File: src/rtl/pipelined_adder.sv
// Carry-skewed pipelined adder/subtractor: one CHUNK-bit slice per stage, carry
// registered between stages, valid/ready handshake with a single global stall.
module pipelined_adder #(
    parameter int WIDTH = 16,
    parameter int CHUNK = 4
) (
    input  logic             clk,
    input  logic             rst_n,
    input  logic             in_valid,
    output logic             in_ready,
    input  logic [WIDTH-1:0] a,
    input  logic [WIDTH-1:0] b,
    input  logic             cin,
    input  logic             sub,
    output logic             out_valid,
    input  logic             out_ready,
    output logic [WIDTH-1:0] sum,
    output logic             cout,
    output logic             ovf
);
    localparam int STAGES = WIDTH / CHUNK;

    // Stage s registers hold the operation after slice s has been added.
    logic             valid_q [STAGES];
    logic [WIDTH-1:0] a_q     [STAGES];
    logic [WIDTH-1:0] bp_q    [STAGES];
    logic [WIDTH-1:0] res_q   [STAGES];
    logic             carry_q [STAGES];
    logic             ovf_q;

    logic             valid_d [STAGES];
    logic [WIDTH-1:0] a_d     [STAGES];
    logic [WIDTH-1:0] bp_d    [STAGES];
    logic [WIDTH-1:0] res_in  [STAGES];
    logic             cin_d   [STAGES];
    logic [WIDTH-1:0] res_d   [STAGES];
    logic             carry_d [STAGES];
    logic             ovf_d;
    logic             advance;

    assign advance  = !valid_q[STAGES-1] || out_ready;
    assign in_ready = advance;

    genvar gi;
    generate
        for (gi = 0; gi < STAGES; gi++) begin : g_stage
            localparam logic [WIDTH-1:0] SLICE_MASK = WIDTH'({CHUNK{1'b1}}) << (gi * CHUNK);
            logic [CHUNK:0] slice_sum;

            if (gi == 0) begin : g_first
                // Subtraction is a + ~b + 1, so cin is replaced by 1 in that mode.
                assign valid_d[gi] = in_valid;
                assign a_d[gi]     = a;
                assign bp_d[gi]    = sub ? ~b : b;
                assign res_in[gi]  = '0;
                assign cin_d[gi]   = sub ? 1'b1 : cin;
            end else begin : g_next
                assign valid_d[gi] = valid_q[gi-1];
                assign a_d[gi]     = a_q[gi-1];
                assign bp_d[gi]    = bp_q[gi-1];
                assign res_in[gi]  = res_q[gi-1];
                assign cin_d[gi]   = carry_q[gi-1];
            end

            assign slice_sum = {1'b0, a_d[gi][gi*CHUNK +: CHUNK]}
                             + {1'b0, bp_d[gi][gi*CHUNK +: CHUNK]}
                             + {{CHUNK{1'b0}}, cin_d[gi]};
            assign res_d[gi]   = (res_in[gi] & ~SLICE_MASK)
                               | (WIDTH'(slice_sum[CHUNK-1:0]) << (gi * CHUNK));
            assign carry_d[gi] = slice_sum[CHUNK];
        end
    endgenerate

    // Carry into the MSB is recovered from the MSB sum bit: c = a ^ b' ^ s.
    assign ovf_d = a_d[STAGES-1][WIDTH-1] ^ bp_d[STAGES-1][WIDTH-1]
                 ^ res_d[STAGES-1][WIDTH-1] ^ carry_d[STAGES-1];

    always_ff @(posedge clk) begin
        if (!rst_n) begin
            for (int s = 0; s < STAGES; s++) begin
                valid_q[s] <= 1'b0;
                res_q[s]   <= '0;
                carry_q[s] <= 1'b0;
            end
            ovf_q <= 1'b0;
        end else if (advance) begin
            for (int s = 0; s < STAGES; s++) begin
                valid_q[s] <= valid_d[s];
                a_q[s]     <= a_d[s];
                bp_q[s]    <= bp_d[s];
                res_q[s]   <= res_d[s];
                carry_q[s] <= carry_d[s];
            end
            ovf_q <= ovf_d;
        end
    end

    assign out_valid = valid_q[STAGES-1];
    assign sum       = res_q[STAGES-1];
    assign cout      = carry_q[STAGES-1];
    assign ovf       = ovf_q;

endmodule

File: config.mk
export PLATFORM = sky130hd
export DESIGN_NAME = pipelined_adder
export DESIGN_NICKNAME = d
export VERILOG_FILES = /design/src/rtl/pipelined_adder.sv
export SDC_FILE = /design/constraint.sdc
export NUM_CORES = 1
export LEC_CHECK = 0
export CAP_MARGIN = 30
export CORE_MARGIN = 4
export CORE_UTILIZATION = 30
export CTS_CLUSTER_DIAMETER = 150
export DETAILED_ROUTE_END_ITERATION = 10
export PLACE_DENSITY = 0.49
export SLEW_MARGIN = 20
export SYNTH_ARGS = -nofsm -noshare
export SYNTH_HDL_FRONTEND = slang
export SYNTH_SLANG_ARGS = --single-unit
export TNS_END_PERCENT = 10
File: constraint.sdc
create_clock -name clk -period 6.5 [get_ports clk]
set_clock_uncertainty 0.05 [all_clocks]
set_input_delay 0.65 -clock clk [delete_from_list [all_inputs] [get_ports clk]]
set_output_delay 0.65 -clock clk [all_outputs]
set_load 0.1 [all_outputs]
==> results of run 1 <==
per-layer routing:
layer | wire length (um) | GRT usage, %
met1 | 2760 | 11.6
met2 | 2990 | 13.7
met3 | 257 | 2.24
met4 | 157 | 4.78
met5 | 0 | 0
cell type report:
cell class | instances | share of cell area [%]
well taps | 172 | 4.26
clock inverters | 6 | 1.02
clock buffers | 10 | 4.54
multi-input cells | 133 | 19.8
inverters | 21 | 1.56
repair buffers | 61 | 12.5
flip-flops and latches | 97 | 56.3
through the flow:
stage / hold WS, ns / std cells / instance area [sq um] / worst slack [ns] / total power, mW
CTS: 0.370 / 497 / 5000 / 2.91 / 1.49
floorplan: 0.350 / 261 / 4000 / 3.80 / 0.922
global placement: 0.351 / 481 / 4720 / 2.93 / 0.988
detailed placement: 0.355 / 481 / 4720 / 2.92 / 0.990
global route: 0.376 / 500 / 5050 / 2.83 / 1.54
finish: 0.369 / 500 / 5050 / 2.93 / 1.47
path summary, 6_finish.rpt:
kind              startpoint     endpoint  cells past startpoint  slack [ns]
setup / recovery   out_ready     in_ready                      4        2.93
hold / removal     a_q[0][8]    a_q[1][8]                      0        0.37
setup reg to reg  valid_q[3]  bp_q[1][14]                      5        4.05
hold reg to reg    a_q[0][8]    a_q[1][8]                      0        0.37
registers in the layout, summed over array words and instances (netlist names):
signal / cells
res_q: 40
a_q: 24
bp_q: 24
carry_q: 4
valid_q: 4
ovf: 1
power by group:
part / switching, mW / internal, mW
logic: 0.139 / 0.0804
clock network: 0.233 / 0.264
registers: 0.0137 / 0.741
total: 0.386 / 1.09
cells in the mapped netlist (all sizes together):
library cell  number
o21ai              9
nand2b             1
ha                12
fa                 8
nor2              14
a21oi              8
xnor2              5
xor2              16
buf                6
nand2             13
and2               1
nor3               4
a21boi             6
clkbuf             4
nor2b              6
nor3b              3
edfxtp            90
inv               21
and3              27
dfxtp              7
kinds of logic (layout without fill, tap and decap cells):
family	after synthesis	in the layout	synth area share (%)
XOR/XNOR	21	21	4.60
AO/OA/AOI/OAI	23	23	3.35
buffers and inverters	31	98	3.85
flip-flops	97	97	71.2
AND/OR/NAND/NOR	69	69	9.27
adder cells (fa/ha/maj)	20	20	7.77
critical path, stage by stage:
cell             delay [ns]
clkdlybuf4s50_1        0.51
nor2b_4                0.07
inv_2                  0.40
clkdlybuf4s50_1        1.24
==> impl_results.md, run 1 <==
* RePlAce Congestion at 0.660
* DP HPWL at 4.13 mm
* Post-DRT Antenna Nets at 0
* Highest ir drop seen on vdd at 0.140 mV
* Die area at 15200 sq um
* Number of global-route vias before repair at 2088
* Synth cell types at 25
* Post-synthesis cell count at 261
* Die Ht at 123 um
* Initial DRC Count at 168
* Area delta synth->final at 26.3%
* Slew @ Worst Pin at 0.997 ns
* Post-layout min period at 3.57 ns
* Antenna violations before repair at 0
* Clock Path Buffers at 2
* Num ports at 58
* Outcome: completed
* Nets at 381
* H-Tree Level Count at 3
* Largest net degree at the start of global routing at 50
* Avg WL per Cell at 12.3 um
* Core area at 12800 sq um
* Area leader, netlist: edfxtp_1
* Slew Viols, Final at 0
* Sequential cell area at 2840 sq um
* Most common cell after layout, fill and taps aside: edfxtp_1
* Resize count post-CTS at 0
* Min-delay worst type: reg -> reg
* Post-Synthesis Cell Area at 4000 sq um
* Worst-path clk slew at 0.06 ns
* LEAKAGE at 1.99 nW
* Most frequent cells in the layout: edfxtp_1 (90), clkdlybuf4s50_1 (57), and3_1 (27), inv_1 (19), xor2_1 (16)
* Unrepaired setup endpoints after global routing: false
* Area of the multi-input gates at 1000 sq um
* Fillers at 1241
* Post-CTS Hold Buffers at 0
* Net count after synthesis at 319
* # diodes at 0
* Gr ovfl total at 0
* First-pass GRT wire length at 10.3 mm
* TritonCTS clock tree: built
* Setup_tns at 0 ns
* Share of the synthesized area in the top cell type at 67.6%
* Via density at 4.11
* Worst setup EP type: output pin
* TritonCTS buffer count at 9
* Clock root buffer: clkbuf_16
* Seq/Total Area, Yosys at 71.2%
* Rows at 41
* Postcts setup bufs at 0
* Top cells by area, synth: edfxtp_1 (68%), and3_1 (4.2%), fa_1 (4.0%)
* CTS Sinks at 97
* Initial DRT Pass Iterations at 4
* Rel. slew slack at 33.3%
* Share of cells above drive strength 1 at 7.32%
* Max_cap viols at 0
* Final hold violation count at 0
* Crit-path max FO at 39
* Period utilization at 54.9%
* I/O Buffers at 57
* Number of synthesized register bits at 97
* Clock Latency Late Sink at 0.34 ns
* Data required, critical path at 5.80 ns
* Synth warn at 0
* Utilization after layout at 39.4%
* Die extent in x at 123 um
* Routed wire length at 6.16 mm
* Setup-failing EPs final at 0
* Initial Util at 31.2%
* CP arrival at 2.87 ns
* Critical path class: in -> out
* Routed via count at 2053
* Fmax at 280 MHz
* Residual DRC at 0
* Setup crit start kind: input pin
* Pwr dens at 292 nW/um^2
* Total GRT Usage at 8.92%
* Syn_area_per_cell at 15.3 sq um
(Power assumes the default switching activity.)
==> inputs of run 2 (changes only) <==
Clock period 6.5 ns to 3.45 ns, I/O delays scaled along.
==> impl_results.md, run 2 (same netlist as run 1, synthesis figures left out) <==
* Outcome: completed
* CTS Sinks at 97
* CP peak stage delay at 1.14 ns
* Worst setup EP type: output pin
* H-Tree Level Count at 3
* Critical path buffer and inverter count at 1
* Most frequent cells in the layout: edfxtp_1 (90), clkdlybuf4s50_1 (56), and3_1 (27), inv_1 (19), xor2_1 (16)
* Min-delay worst type: reg -> reg
* Initial DRT Pass Iterations at 4
* RePlAce Congestion at 0.739
* Final WS setup at 1.22 ns
* Worst r2r src: valid_q[3]
* Reg2Reg Setup Slack at 1.34 ns
* TritonCTS buffer count at 9
* Data required, critical path at 3.05 ns
* Resize count post-CTS at 0
* Post-layout min period at 2.23 ns
* Most common cell after layout, fill and taps aside: edfxtp_1
* Routed wire length at 6.25 mm
* Core area at 12800 sq um
* Hold_ws at 0.370 ns
* Setup crit start kind: flip-flop
* Max reg flops at 40
* Sequential cell area at 2840 sq um
* Final hold violation count at 0
* Number of global-route vias before repair at 2053
* Utilization after layout at 39.5%
* Biggest regs: res_q: 40 flops, a_q: 24 flops, bp_q: 24 flops
* Crit-path max FO at 1
* Gr ovfl total at 0
* Largest net degree at the start of global routing at 43
* Die extent in x at 123 um
* Num ports at 58
* Placed cells at 484
* Hold endpoint: bp_q[2][13]
* Non-Filler Instances at 501
* Unrepaired setup endpoints after global routing: false
* Antenna violations before repair at 0
* Critical path class: reg -> out
* Period utilization at 64.6%
* Setup-failing EPs final at 0
* Post-DRT Antenna Nets at 0
* Post-route total power at 2.82 mW
* Share of cells above drive strength 1 at 7.60%
* # diodes at 0
* Largest Register: res_q
* Avg WL per Cell at 12.5 um
* Slew @ Worst Pin at 0.984 ns
* Clock Latency Late Sink at 0.33 ns
* Finished Cell Area at 5060 sq um
* TritonCTS clock tree: built
* I/O Buffers at 57
* Clock Path Buffers at 2
* Fmax at 449 MHz
* Die Ht at 123 um
* Routed via count at 2053
* Slew Viols, Final at 0
* Via density at 4.10
* Rel. slew slack at 34.2%
* CP delay by family, top: buffers and inverters
* Area delta synth->final at 26.7%
* Worst R2R Path Depth at 6
* Hold Startpoint: bp_q[1][13]
* Hold depth at 0
* Nets at 382
* Worst-path clk slew at 0.07 ns
* Max_cap viols at 0
* CP arrival at 1.83 ns
* DP Worst Slack at 0.947 ns
* Area of the multi-input gates at 1000 sq um
* Post-place instance area at 4750 sq um
* Initial DRC Count at 121
* Fillers at 1226
* Total GRT Usage at 8.65%
* Reg2reg end: a_q[0][12]
* Highest ir drop seen on vdd at 0.206 mV
* Sequence of cells on the critical path: clkdlybuf4s50_1
* Pwr dens at 557 nW/um^2
* Rows at 41
* Residual DRC at 0
* Postcts setup bufs at 0
* Die area at 15200 sq um
* Initial Util at 31.2%
* Setup_tns at 0 ns
* DP HPWL at 4.28 mm
* Slowest-stage cell, CP: clkdlybuf4s50_1
* First-pass GRT wire length at 10.1 mm
* Post-CTS Hold Buffers at 0
* Clock root buffer: clkbuf_16
* LEAKAGE at 2.01 nW
==> run 2: cell count changes in the layout (fill, tap and decap cells not counted) <==
| cell | before | now |
|---|---|---|
| clkinvlp_4 | 3 | 0 |
| buf_6 | 1 | 0 |
| bufinv_16 | 0 | 1 |
| inv_6 | 1 | 2 |
| inv_8 | 1 | 0 |
| clkdlybuf4s50_1 | 57 | 56 |
| clkinv_1 | 0 | 1 |
| buf_4 | 1 | 4 |
| clkinv_2 | 0 | 1 |
==> run 2: cell type report <==
| cell class | instances | share of cell area [%] |
|---|---|---|
| Clock inverter | 6 | 1.29 |
| Sequential cell | 97 | 56.2 |
| Clock buffer | 10 | 4.52 |
| Tap cell | 172 | 4.25 |
| Multi-Input combinational cell | 133 | 19.8 |
| Inverter | 21 | 1.56 |
| Timing Repair Buffer | 62 | 12.5 |
==> run 2: routing by layer <==
layer / track usage, % / vias up / share of wire (%)
li1: - / 1044 / -
met1: 10.9 / 959 / 46
met2: 13.7 / 40 / 47
met3: 2.38 / 10 / 4.4
met4: 4.36 / 0 / 1.8
met5: 0 / - / 0
==> run 2: worst max-delay path by stage <==
stage                  from  cells past startpoint    endpoint  slack (ns)
3_3_place_gp      out_ready                      7  a_q[2][12]        0.98
2_1_floorplan    valid_q[3]                      5  carry_q[3]        0.75
5_1_grt           out_ready                      7  a_q[2][12]        1.11
4_1_cts         res_q[3][9]                      1      sum[9]        1.20
3_5_place_dp      out_ready                      7  a_q[1][12]        0.95
6_report       res_q[3][10]                      1     sum[10]        1.22
==> run 2: where the power goes <==
group	internal, mW	switching [mW]	leakage, nW
registers	1.40	0.0272	1.02
logic	0.151	0.263	0.842
clock network	0.565	0.417	0.145
total	2.11	0.707	2.01
